[src/rtl/fatmeshy_pkg.sv]
// Shared types and constants for the fatmeshy link layer: credit widths,
// credit channel indexing and the credit-return interpretation mode.
package fatmeshy_pkg;

  localparam int CREDIT_WIDTH  = 8;
  localparam int NUM_CREDIT_CH = 2;

  typedef logic [CREDIT_WIDTH-1:0] credit_t;

  // Index width for an n-entry channel set; a single channel still needs one bit.
  function automatic int ch_width(input int n);
    return (n > 1) ? $clog2(n) : 1;
  endfunction

  localparam int CREDIT_CH_W = ch_width(NUM_CREDIT_CH);

  typedef logic [CREDIT_CH_W-1:0] credit_ch_t;

  // Incremental: credit_in is a returned count. Absolute: credit_in is the new count.
  typedef enum logic {
    CREDIT_INCR = 1'b0,
    CREDIT_ABS  = 1'b1
  } credit_mode_e;

  function automatic credit_mode_e credit_mode(input bit absolute_mode);
    return absolute_mode ? CREDIT_ABS : CREDIT_INCR;
  endfunction

endpackage

[src/rtl/rr_arbiter.sv]
// Round-robin arbiter: grants the first requester at or after the pointer.
// The pointer moves past the granted index only when the caller says the
// grant was actually used (advance), so a stalled grant keeps its priority.
module rr_arbiter
  import fatmeshy_pkg::*;
#(
  parameter int N = 2,
  localparam int IW = ch_width(N)
) (
  input  logic          clk,
  input  logic          rst,
  input  logic [N-1:0]  req,
  input  logic          advance,
  output logic [N-1:0]  gnt,
  output logic [IW-1:0] idx
);

  logic [IW-1:0] ptr_reg;
  logic [IW-1:0] ptr_next;

  // Scan requesters starting at the pointer, wrapping modulo N; first hit wins.
  always_comb begin
    logic [IW:0] pos;
    logic        found;
    gnt   = '0;
    idx   = '0;
    found = 1'b0;
    pos   = '0;
    for (int k = 0; k < N; k++) begin
      pos = {1'b0, ptr_reg} + (IW+1)'(k);
      if (pos >= (IW+1)'(N)) begin
        pos = pos - (IW+1)'(N);
      end
      if (!found && req[pos[IW-1:0]]) begin
        found              = 1'b1;
        gnt[pos[IW-1:0]]   = 1'b1;
        idx                = pos[IW-1:0];
      end
    end
  end

  // Next pointer: one past the used grant, wrapping at N; otherwise hold.
  always_comb begin
    ptr_next = ptr_reg;
    if (advance) begin
      ptr_next = (idx == IW'(N - 1)) ? '0 : idx + 1'b1;
    end
  end

  // Pointer register.
  always_ff @(posedge clk) begin
    if (rst) begin
      ptr_reg <= '0;
    end else begin
      ptr_reg <= ptr_next;
    end
  end

endmodule

[src/rtl/link_credit_ctrl.sv]
// Per-link multi-channel credit flow controller. Each channel keeps a
// downstream buffer credit counter; channels that request and hold credit
// are arbitrated round-robin and at most one transfer is accepted per cycle.
// Returned credits land in the counter at the clock edge, so they become
// usable for a grant one cycle later (no bypass path).
module link_credit_ctrl
  import fatmeshy_pkg::*;
#(
  parameter int NUM_CH        = 2,
  parameter int CREDIT_WIDTH  = fatmeshy_pkg::CREDIT_WIDTH,
  parameter int INIT_CREDIT   = 0,
  parameter int MAX_CREDIT    = (1 << CREDIT_WIDTH) - 1,
  parameter bit ABSOLUTE_MODE = 1'b0,
  localparam int CH_W = ch_width(NUM_CH)
) (
  input  logic                           clk,
  input  logic                           rst,
  input  logic [CREDIT_WIDTH-1:0]        credit_in,
  input  logic [CH_W-1:0]                credit_ch,
  input  logic                           credit_valid,
  input  logic [NUM_CH-1:0]              tx_valid,
  input  logic                           link_ready,
  output logic [NUM_CH-1:0]              tx_accept,
  output logic [CH_W-1:0]                tx_ch,
  output logic [NUM_CH*CREDIT_WIDTH-1:0] credit_count,
  output logic                           credit_err
);

  localparam credit_mode_e                MODE       = credit_mode(ABSOLUTE_MODE);
  localparam logic [CREDIT_WIDTH-1:0]     MAX_C      = CREDIT_WIDTH'(MAX_CREDIT);
  localparam logic [CREDIT_WIDTH:0]       MAX_EXT    = (CREDIT_WIDTH+1)'(MAX_CREDIT);
  localparam logic [CREDIT_WIDTH-1:0]     INIT_C     = CREDIT_WIDTH'(INIT_CREDIT);
  localparam logic [CH_W:0]               NUM_CH_EXT = (CH_W+1)'(NUM_CH);

  logic [NUM_CH-1:0] eligible;
  logic [NUM_CH-1:0] gnt;
  logic [NUM_CH-1:0] err_set;
  logic [CH_W-1:0]   gnt_idx;
  logic              advance;
  logic              bad_ch;
  logic              credit_err_reg;

  // A credit return addressed to a channel that does not exist is dropped
  // and flagged.
  assign bad_ch = credit_valid && ({1'b0, credit_ch} >= NUM_CH_EXT);

  rr_arbiter #(
    .N (NUM_CH)
  ) u_arb (
    .clk     (clk),
    .rst     (rst),
    .req     (eligible),
    .advance (advance),
    .gnt     (gnt),
    .idx     (gnt_idx)
  );

  // The grant only becomes a transfer when the link can take the word;
  // nothing is accepted while reset is held.
  assign tx_accept  = rst ? '0 : (gnt & {NUM_CH{link_ready}});
  assign tx_ch      = gnt_idx;
  assign advance    = |tx_accept;
  assign credit_err = credit_err_reg;

  genvar gi;
  generate
    for (gi = 0; gi < NUM_CH; gi++) begin : g_ch
      logic [CREDIT_WIDTH-1:0] count_reg;
      logic [CREDIT_WIDTH-1:0] count_next;
      logic                    err_next;
      logic                    ret;
      logic                    dec;

      assign ret = credit_valid && (credit_ch == CH_W'(gi));
      assign dec = tx_accept[gi];

      // A channel may only win arbitration while it holds credit, which
      // also guarantees a decrement never happens at zero.
      assign eligible[gi] = tx_valid[gi] && (count_reg != '0);

      if (MODE == CREDIT_INCR) begin : g_incr
        // Add returned credits and remove the accepted word in one step,
        // one bit wider so overflow past the ceiling is visible.
        always_comb begin
          logic [CREDIT_WIDTH:0] sum;
          count_next = count_reg;
          err_next   = 1'b0;
          sum = {1'b0, count_reg}
              + (ret ? {1'b0, credit_in} : '0)
              - (CREDIT_WIDTH+1)'(dec);
          if (sum > MAX_EXT) begin
            count_next = MAX_C;
            err_next   = 1'b1;
          end else begin
            count_next = sum[CREDIT_WIDTH-1:0];
          end
        end
      end else begin : g_abs
        // Overwrite with the reported count, less a same-cycle transfer.
        always_comb begin
          count_next = count_reg;
          err_next   = 1'b0;
          if (ret) begin
            if (credit_in > MAX_C) begin
              count_next = MAX_C;
              err_next   = 1'b1;
            end else if ((credit_in == '0) && dec) begin
              count_next = '0;
              err_next   = 1'b1;
            end else begin
              count_next = credit_in - CREDIT_WIDTH'(dec);
            end
          end else begin
            count_next = count_reg - CREDIT_WIDTH'(dec);
          end
        end
      end

      // Credit counter register.
      always_ff @(posedge clk) begin
        if (rst) begin
          count_reg <= INIT_C;
        end else begin
          count_reg <= count_next;
        end
      end

      assign err_set[gi] = err_next;
      assign credit_count[gi*CREDIT_WIDTH +: CREDIT_WIDTH] = count_reg;
    end
  endgenerate

  // Sticky error: any saturation, zero-credit absolute return, or bad channel.
  always_ff @(posedge clk) begin
    if (rst) begin
      credit_err_reg <= 1'b0;
    end else if (bad_ch || (|err_set)) begin
      credit_err_reg <= 1'b1;
    end
  end

endmodule

[config.mk]
export PLATFORM = sky130hd
export DESIGN_NAME = link_credit_ctrl
export DESIGN_NICKNAME = d
export VERILOG_FILES = /design/src/rtl/fatmeshy_pkg.sv /design/src/rtl/rr_arbiter.sv /design/src/rtl/link_credit_ctrl.sv
export SDC_FILE = /design/constraint.sdc
export NUM_CORES = 1
export LEC_CHECK = 0
export CAP_MARGIN = 40
export CORE_ASPECT_RATIO = 0.75
export CORE_MARGIN = 1
export CORE_UTILIZATION = 53
export DETAILED_ROUTE_END_ITERATION = 6
export GPL_TIMING_DRIVEN = 0
export PLACE_DENSITY = 0.84
export SLEW_MARGIN = 20
export SYNTH_ARGS = -nofsm -noshare
export SYNTH_HDL_FRONTEND = slang
export SYNTH_HIERARCHICAL = 1
export SYNTH_SLANG_ARGS = --single-unit
[constraint.sdc]
create_clock -name clk -period 3.4 [get_ports clk]
set_input_delay 0.34 -clock clk [delete_from_list [all_inputs] [get_ports clk]]
set_output_delay 0.34 -clock clk [all_outputs]
set_load 0.005 [all_outputs]
==> results.cfg <==
[run_status]
run_status = finished, final reports clean

[synthesis]
synthArstFlopShare_pct = 0
syn_area_um2 = 1860
ys_ff_latch = 18
synth-edff-count = 0
synth_top_area_share_pct = 21.5
synth_warnings = 6
ys_seq_area_share_pct = 19.4
yosysMostFrequentCell = inv_1
ys_top_cells_by_count = inv_1, ha_1, nand2_1, dfxtp_1, a21oi_1
synth_area_per_cell_um2 = 7.85
yosysUniqueCellTypes = 41
synthCells = 237
syn_nets = 286
ys_top_cells_by_area = ha_1, dfxtp_1, inv_1
synth-main-ff-cell = dfxtp_1
synth_top_cell_by_area = ha_1

[route]
viasPerCell = 5.40
vias = 1689
wire_per_inst_um = 14.0
wirelength_mm = 4.39
drtPass1Iterations = 4
ant_nets = 0
first_iter_violations = 88
drc = 0

[power]
powerDensity_nw_per_um2 = 1170
ir_drop_uv = 747
p_leak_nw = 1.10
power_mw = 2.73

[cts]
cts_tree = done
clk_pin_slew_worst_paths_ps = 80
insertion_delay_ps = 260
clock-sinks = 18
post_cts_buffers = 0
cts-htree-levels = 1
holdBufCountCts = 0
cts_buffers = 3
cts.path.max_buffers = 2
cts_root_buf = clkbuf_8

[critical_path]
r2r_setup_slack_ps = 150
start_kind = register
r2r_cells = 13
endpoint_kind = register
cp.required_ps = 3530
r2r-end = g_ch[0].count_reg[3]$_SDFF_PP0_
r2r_start = g_ch[0].count_reg[3]$_SDFF_PP0_
critPathArrivalTime_ps = 3380
path_class = reg -> reg
cp_max_fo = 7

[floorplanning]
ios = 35
core-area_um2 = 3310
dieWidth_um = 70.4
fp.dieArea_um2 = 3750
die_height_um = 53.3
rows = 18
start_util_pct = 56.2

[global_routing]
grt_use_total_pct = 25.3
grt_max_degree = 12
antenna_found_initial = 0
grt-ovfl-total = 0
grt_pass1_vias = 1578
grt_pass1_wl_mm = 7.29

[placement]
dpl.hpwl_mm = 3.49
routabilityCongestion = 0.824
dpl-instance-area_um2 = 2250
port_buffers = 34

[cells_and_area]
antenna_cells = 0
final_area_um2 = 2330
drive_gt1_share_pct = 11.4
largest_reg_flops = 16
syn_to_final_growth_pct = 25.2
fillers = 285
fin_util_pct = 70.3
layout.nets = 324

[sta]
worstMarginPinSlew_ps = 599
hold_ws_ps = 582
hold_viol = 0
period_needed_ps = 3250
post-route-period-util_pct = 95.7
slew-limit-headroom_pct = 60.1
slew_violations = 0
fin_skew_ps = 2.14
finalSetupViolations = 0
fmax_mhz = 307

[run]
drv_cap = 0

[hold_path]
hold_class = reg -> reg
hold_depth = 2
==> critical path, stage by stage, from the launching register on <==
cell	delay, ps
dfxtp_1	350
nor4_4	330
a21boi_2	140
a21boi_0	140
and3b_1	220
ha_1	280
inv_1	40
ha_1	210
fa_2	390
a211oi_2	280
nor3_1	110
mux2_4	350
nor2_8	190
a21oi_2	80
==> cell usage in the layout, fill, tap and decap left out, types with 2 or more instances in the layout <==
cell type and instances:
ha_1 32, nand3_1 3, clkbuf_8 3, clkbuf_1 3
a21boi_0 3, o21bai_1 3, nor3_1 11, nor4_1 2
a211oi_1 2, nor2b_1 2, a211o_1 2, nand2_1 22
xor2_1 8, xnor2_1 3, clkdlybuf4s50_1 34, and2_2 2
a21oi_2 9, a21o_1 5, nor2_1 9, dfxtp_1 18
a21oi_1 15, inv_1 47, a21boi_2 2, nor4_2 2
and3b_1 2, a31oi_1 3, o21ai_0 6
==> layout make-up <==
| class | count | area [µm²] | area share [%] |
|---|---|---|---|
| Timing Repair Buffer | 34 | 340 | 14.6 |
| Clock buffer | 3 | 41.3 | 1.77 |
| Sequential cell | 18 | 360 | 15.5 |
| Buffer | 4 | 16.3 | 0.699 |
| Tap cell | 40 | 50.0 | 2.15 |
| Multi-Input combinational cell | 167 | 1340 | 57.7 |
| Inverter | 47 | 176 | 7.58 |
==> report_power, final <==
group / leakage, nW / switching [mW] / internal (mW) / total [mW]
Combinational: 0.928 / 1.16 / 0.975 / 2.13
Sequential: 0.151 / 0.113 / 0.323 / 0.436
Clock: 0.0216 / 0.0836 / 0.0792 / 0.163
==> timing repair <==
action / in CTS / in global routing
setup endpoints to repair: 14 / 15
pin swaps: 0 / 3
resized for setup: 4 / 6
==> routing by layer <==
layer | up-vias | share of wire (%) | track usage (%)
met5 | - | 0 | 0
met4 | 0 | 0.66 | 3.00
met3 | 6 | 5.3 | 4.76
met2 | 50 | 43 | 42.1
met1 | 759 | 51 | 35.0
li1 | 874 | - | -
==> logic make-up (layout without fill, tap and decap cells) <==
group,Yosys count,count (layout),synth area share [%]
simple gates,65,65,18.6
compound gates,55,55,21.3
buf+inv,52,88,10.6
fa+ha+maj,34,34,23.7
flops,18,18,19.4
xor+xnor,11,11,5.18
mux,2,2,1.35
==> worst max-delay path by stage <==
stage / startpoint / to / slack (ps)
global route: g_ch[1].count_reg[6]$_SDFF_PP0_ / g_ch[1].count_reg[7]$_SDFF_PP0_ / -40
global placement: tx_valid[1] / g_ch[0].count_reg[3]$_SDFF_PP0_ / -320
floorplan: g_ch[0].count_reg[4]$_SDFF_PP0_ / g_ch[0].count_reg[2]$_SDFF_PP0_ / 350
finish: g_ch[0].count_reg[3]$_SDFF_PP0_ / g_ch[0].count_reg[3]$_SDFF_PP0_ / 150
detailed placement: tx_valid[1] / g_ch[0].count_reg[3]$_SDFF_PP0_ / -320
CTS: g_ch[0].count_reg[7]$_SDFF_PP0_ / g_ch[0].count_reg[3]$_SDFF_PP0_ / 10
==> per-stage QoR <==
step | setup TNS, ps | setup WS [ps] | cells
after floorplan | 0 | 354 | 237
after global placement | -4190 | -320 | 311
after detailed placement | -4630 | -321 | 311
after CTS | 0 | 13.3 | 313
after global routing | -77.9 | -40.9 | 313
final | 0 | 147 | 313
Note: power is estimated with default switching activity, not from simulation.
